### config.mk
export PLATFORM = sky130hd
export DESIGN_NAME = debug_serial_tx
export DESIGN_NICKNAME = d
export VERILOG_FILES = /design/src/rtl/debug_tx_pkg.sv /design/src/rtl/debug_serial_tx_byte.sv /design/src/rtl/debug_serial_tx.sv
export SDC_FILE = /design/constraint.sdc
export NUM_CORES = 1
export LEC_CHECK = 0
export CAP_MARGIN = 20
export CELL_PAD_IN_SITES_DETAIL_PLACEMENT = 1
export CELL_PAD_IN_SITES_GLOBAL_PLACEMENT = 2
export CORE_ASPECT_RATIO = 0.9
export CORE_MARGIN = 2
export CORE_UTILIZATION = 37
export CTS_BUF_LIST = sky130_fd_sc_hd__clkbuf_2
export DETAILED_ROUTE_END_ITERATION = 8
export PLACE_DENSITY_LB_ADDON = 0.1
export SYNTH_ARGS = -nofsm -noshare
export SYNTH_HDL_FRONTEND = slang
export SYNTH_SLANG_ARGS = --single-unit
### constraint.sdc
create_clock -name clk_i -period 8.9 [get_ports clk_i]
set_clock_uncertainty 0.2 [all_clocks]
set_input_delay 1.78 -clock clk_i [delete_from_list [all_inputs] [get_ports clk_i]]
set_output_delay 1.78 -clock clk_i [all_outputs]
set_load 0.05 [all_outputs]
### src/rtl/debug_tx_pkg.sv
// Shared types and defaults for the debug serial transmitter.
// Holds the top FSM state type, frame length and parameter defaults.
package debug_tx_pkg;

    typedef enum logic [1:0] {
        ST_IDLE,
        ST_SEND,
        ST_WAIT,
        ST_FINISH
    } tx_state_e;

    localparam int         FRAME_BYTES      = 9;
    localparam int         DEF_CLKS_PER_BIT = 434;
    localparam logic [7:0] DEF_SYNC_BYTE    = 8'hA5;

    // XOR of the seven snapshot bytes; the sync byte is not included.
    function automatic logic [7:0] snap_csum(input logic [6:0][7:0] b);
        logic [7:0] x;
        x = '0;
        for (int i = 0; i < 7; i++) begin
            x = x ^ b[i];
        end
        return x;
    endfunction

endpackage

### src/rtl/debug_serial_tx_byte.sv
// uart_tx_byte: 8N1 byte serialiser, LSB first, idle high.
// Ports: clk_i, reset_i (sync, active high), load_i + data_i to start a
// byte, tx_o serial line, ready_o = a load is accepted on this edge.
module uart_tx_byte #(
    parameter int CLKS_PER_BIT = 434
) (
    input  logic       clk_i,
    input  logic       reset_i,
    input  logic       load_i,
    input  logic [7:0] data_i,
    output logic       tx_o,
    output logic       ready_o
);

    localparam int CW = (CLKS_PER_BIT > 1) ? $clog2(CLKS_PER_BIT) : 1;
    localparam logic [CW-1:0] CNT_MAX = CW'(CLKS_PER_BIT - 1);

    logic          active_q, active_d;
    logic [3:0]    bit_q, bit_d;
    logic [CW-1:0] cnt_q, cnt_d;
    logic [7:0]    shift_q, shift_d;
    logic          tx_q, tx_d;
    logic          bit_end;
    logic          last_cycle;

    // bit_q: 0 = start, 1..8 = data, 9 = stop.
    assign bit_end    = active_q && (cnt_q == CNT_MAX);
    assign last_cycle = bit_end && (bit_q == 4'd9);

    // A load is taken while idle or in the final stop-bit cycle, so the
    // next start bit follows the stop bit with no gap.
    assign ready_o = !active_q || last_cycle;
    assign tx_o    = tx_q;

    always_comb begin
        active_d = active_q;
        bit_d    = bit_q;
        cnt_d    = cnt_q;
        shift_d  = shift_q;
        tx_d     = tx_q;
        if (load_i && ready_o) begin
            active_d = 1'b1;
            bit_d    = '0;
            cnt_d    = '0;
            shift_d  = data_i;
            tx_d     = 1'b0;
        end else if (last_cycle) begin
            active_d = 1'b0;
            bit_d    = '0;
            cnt_d    = '0;
            tx_d     = 1'b1;
        end else if (bit_end) begin
            cnt_d = '0;
            bit_d = bit_q + 4'd1;
            if (bit_q == 4'd8) begin
                tx_d = 1'b1;
            end else begin
                tx_d    = shift_q[0];
                shift_d = {1'b0, shift_q[7:1]};
            end
        end else if (active_q) begin
            cnt_d = cnt_q + CW'(1);
        end
    end

    always_ff @(posedge clk_i) begin
        if (reset_i) begin
            active_q <= 1'b0;
            bit_q    <= '0;
            cnt_q    <= '0;
            shift_q  <= '0;
            tx_q     <= 1'b1;
        end else begin
            active_q <= active_d;
            bit_q    <= bit_d;
            cnt_q    <= cnt_d;
            shift_q  <= shift_d;
            tx_q     <= tx_d;
        end
    end

endmodule

### src/rtl/debug_serial_tx.sv
// Snapshots seven CPU debug bytes and sends a 9-byte UART frame:
// SYNC, port1..port7, XOR checksum. Ports: clk_i, reset_i (sync, high),
// start_i, debug_port1_i..7_i, tx_o serial line, busy_o, done_o pulse.
module debug_serial_tx
    import debug_tx_pkg::*;
#(
    parameter int         CLKS_PER_BIT = DEF_CLKS_PER_BIT,
    parameter logic [7:0] SYNC_BYTE    = DEF_SYNC_BYTE
) (
    input  logic       clk_i,
    input  logic       reset_i,
    input  logic       start_i,
    input  logic [7:0] debug_port1_i,
    input  logic [7:0] debug_port2_i,
    input  logic [7:0] debug_port3_i,
    input  logic [7:0] debug_port4_i,
    input  logic [7:0] debug_port5_i,
    input  logic [7:0] debug_port6_i,
    input  logic [7:0] debug_port7_i,
    output logic       tx_o,
    output logic       busy_o,
    output logic       done_o
);

    localparam int IW = $clog2(FRAME_BYTES);
    localparam logic [IW-1:0] LAST_IDX = IW'(FRAME_BYTES - 1);

    tx_state_e       state_q;
    logic [IW-1:0]   idx_q;
    logic            busy_q;
    logic            done_q;
    logic [6:0][7:0] snap_q;
    logic [7:0]      csum_q;

    logic [6:0][7:0] ports;
    logic [IW-1:0]   sel_idx;
    logic [2:0]      snap_k;
    logic [7:0]      byte_sel;
    logic            load;
    logic            byte_ready;

    assign ports = {debug_port7_i, debug_port6_i, debug_port5_i,
                    debug_port4_i, debug_port3_i, debug_port2_i,
                    debug_port1_i};

    // SEND loads the first byte into the idle sender. While waiting,
    // the next byte is presented early so the sender picks it up in
    // the last stop-bit cycle of the current byte.
    assign load = (state_q == ST_SEND) ||
                  ((state_q == ST_WAIT) && (idx_q != LAST_IDX));

    always_comb begin
        sel_idx = (state_q == ST_WAIT) ? idx_q + IW'(1) : idx_q;
        snap_k  = 3'(sel_idx - IW'(1));
        if (sel_idx == '0) begin
            byte_sel = SYNC_BYTE;
        end else if (sel_idx == LAST_IDX) begin
            byte_sel = csum_q;
        end else begin
            byte_sel = snap_q[snap_k];
        end
    end

    uart_tx_byte #(
        .CLKS_PER_BIT(CLKS_PER_BIT)
    ) u_byte (
        .clk_i  (clk_i),
        .reset_i(reset_i),
        .load_i (load),
        .data_i (byte_sel),
        .tx_o   (tx_o),
        .ready_o(byte_ready)
    );

    always_ff @(posedge clk_i) begin
        if (reset_i) begin
            state_q <= ST_IDLE;
            idx_q   <= '0;
            busy_q  <= 1'b0;
            done_q  <= 1'b0;
            snap_q  <= '0;
            csum_q  <= '0;
        end else begin
            done_q <= 1'b0;
            unique case (state_q)
                ST_IDLE: begin
                    if (start_i) begin
                        snap_q  <= ports;
                        csum_q  <= snap_csum(ports);
                        idx_q   <= '0;
                        busy_q  <= 1'b1;
                        state_q <= ST_SEND;
                    end
                end
                ST_SEND: begin
                    state_q <= ST_WAIT;
                end
                ST_WAIT: begin
                    if (byte_ready) begin
                        if (idx_q == LAST_IDX) begin
                            busy_q  <= 1'b0;
                            done_q  <= 1'b1;
                            state_q <= ST_FINISH;
                        end else begin
                            idx_q   <= idx_q + IW'(1);
                            state_q <= ST_SEND;
                        end
                    end
                end
                ST_FINISH: begin
                    idx_q   <= '0;
                    state_q <= ST_IDLE;
                end
                default: begin
                    state_q <= ST_IDLE;
                end
            endcase
        end
    end

    assign busy_o = busy_q;
    assign done_o = done_q;

endmodule

==> summary.txt <==
Logic synthesis
  – Number of synthesized flops with an enable pin: 0
  – Top-count cell post-synth: nand2_1
  – Synth top area share: 0.391
  – Register area share after synthesis: 0.391
  – Mean Syn Cell Area: 8.38 µm²
  – Synth cell types: 62
  – Seq cells post-synth: 95
  – Post-Syn Area: 4870 µm²
  – Gate Count Post-Synth: 581
  – Top cells by count, synth: nand2_1, dfxtp_1, a21oi_1
  – Async SR Flop Fraction: 0
  – Main synth FF type: dfxtp_1
  – YS warnings: 0
  – Syn_nets: 649
  – Synth area leaders: dfxtp_1, nand2_1, a21oi_1
  – Synth area leader: dfxtp_1

Die
  – Overall die area: 14100 µm²
  – Die height: 113 µm
  – Starting density of the core: 0.381
  – I/O pin count: 62
  – Num rows: 39
  – Core area: 12800 µm²
  – Die span in x: 125 µm

Global route
  – Largest net degree at the start of global routing: 83
  – First-pass GRT wire length: 21.2 mm
  – Antenna violations before repair: 0
  – Vias in the first global route: 4244
  – GR Overflow Total: 0
  – GRT Total Usage: 0.187

Timing
  – Final-report max-slew violation count: 0
  – Worst relative slew slack: 0.369
  – Crit path time final: 3.97 ns
  – RSZ-0062 raised after global routing: false
  – Crit share post-route: 0.446
  – Final setup viols: 0
  – Maximum clock rate: 0.252 GHz
  – Hold Vio Cnt, Final: 0
  – Fin Setup TNS: 0 ns
  – Least-Margin Pin Slew: 0.947 ns

CTS
  – CTS tree: done
  – Clock buffer depth: 2
  – Number of H-tree levels: 3
  – Clock slew at reported path FFs: 0.24 ns
  – Post_cts resized: 0
  – Hold Buf Count CTS: 0
  – Clk_lat worst skew: 0.59 ns
  – Clock Sink Count: 95
  – Clock Tree Root: clkbuf_2
  – Postcts setup bufs: 0
  – TritonCTS Buffers: 9

Cells and area
  – Antenna cells: 0
  – Area grow syn2layout: 16.2%
  – FILL cells: 1549
  – Final instance area: 5660 µm²
  – Share of layout cells above drive strength 1: 0.0732
  – Fin nets: 691
  – Fin cells: 792

Power
  – PD cells: 155 nW/µm²
  – IR drop worst, VDD: 0.0810 mV
  – Leak pwr: 2.04 nW
  – Overall power: 877 µW

Detailed routing
  – Per-cell routed wire length: 16.0 µm
  – Vias per cell: 5.14
  – Iteration count of the initial detailed-routing pass: 4
  – Routed WL: 12.7 mm
  – Total number of vias: 4073
  – Drt initial violations: 194
  – Post-route ant nets: 0
  – Drt drc: 0

Critical path
  – Worst Path Required: 9.18 ns
  – Setup crit end kind: register
  – Worst path slowest cell: ha_1
  – Crit path cell chain: nand2b_1, inv_1, ha_1, buf_4, ha_1, mux4_2, mux2_1, a221oi_1, a2111oi_2
  – CP Data Arrival Time: 4.26 ns
  – Max FO, Critical Path: 18
  – CP delay by family, top: adder cells
  – Worst path max stage delay: 0.93 ns
  – Crit start category: register
  – CP Class: register to register
  – Buf+Inv Stages, Crit Path: 2
  – Worst path most repeated cell: ha_1

Hold path
  – Min-delay worst type: register to register

Job
  – MaxCap Viol Count: 0

Placed design
  – GPL Wtd Cong: 0.830
  – Placed cells: 776
  – Placed Instance Area: 5550 µm²
  – Port buffer count: 61
  – Final HPWL DP: 9.00 mm

Run status
  – Status: finished clean
power breakdown:
part	switching [mW]	internal [mW]	total (mW)
Sequential	0.0183	0.455	0.473
Clock	0.145	0.0650	0.210
Combinational	0.105	0.0893	0.194
Total	0.268	0.609	0.877
kinds of logic after synthesis:
family | count (synthesis) | share of synthesized area
adders and majority gates | 9 | 0.0231
buffers and inverters | 48 | 0.0460
DFF | 95 | 0.391
and+or+nand+nor | 223 | 0.200
AOI/OAI and AO/OA | 123 | 0.157
muxes | 24 | 0.0737
xor gates and xnor gates | 59 | 0.109
sequential cells by signal (all words and copies together) (netlist names), 2 cells and up:
signal	cells
state_q	2
u_byte.shift_q	8
csum_q	8
snap_q	56
u_byte.cnt_q	9
idx_q	4
u_byte.bit_q	4
cells in the final DEF (no fill, tap or decap), drive strengths merged, types with 5 or more instances in the layout:
cell type	instances
nand2	145
dfxtp	95
a21oi	76
clkdlybuf4s50	60
xnor2	38
nor2	32
xor2	21
inv	12
clkbuf	11
mux2i	11
o21ai	11
ha	9
mux4	8
nand3	8
nor3	7
buf	6
o211ai	5
mux2	5
a2111oi	5
clkinv	5
final cells by class:
class                           count  area, µm²  share of cell area
Clock buffer                       11       55.1             0.00973
Multi-Input combinational cell    438       2750               0.487
Inverter                           13       48.8             0.00863
Clock inverter                      5       48.8             0.00863
Tap cell                          164        205              0.0363
Sequential cell                    95       1900               0.336
Timing Repair Buffer               66        643               0.114
final timing paths:
check | from | end | slack, ns | cells after the start
setup / recovery | state_q[1] | u_byte.shift_q[6] | 4.93 | 9
hold / removal | snap_q[54] | snap_q[54] | 0.27 | 2
hold reg to reg | snap_q[54] | snap_q[54] | 0.27 | 2
setup reg to reg | state_q[1] | u_byte.shift_q[6] | 4.93 | 9
routing by layer:
metal / global-route usage / vias to the layer above / routed length, µm
li1: - / 2058 / -
met1: 0.229 / 1949 / 5940
met2: 0.326 / 48 / 6100
met3: 0.0392 / 18 / 326
met4: 0.0689 / 0 / 322
met5: 0 / - / 0
per-stage QoR:
step | hold WS, ns | util | setup WS, ns
2_1_floorplan | 0.228 | - | 5.84
3_3_place_gp | 0.241 | 0.434 | 4.95
3_5_place_dp | 0.246 | 0.434 | 4.90
4_1_cts | 0.273 | 0.442 | 4.82
5_1_grt | 0.290 | 0.442 | 4.63
6_report | 0.269 | 0.442 | 4.93
tightest hold or removal path, stage by stage (launching register included):
cell,delay (ns)
dfxtp_1,0.36
nand2_1,0.05
a21oi_1,0.05
Note: power is estimated with default switching activity, not from simulation.
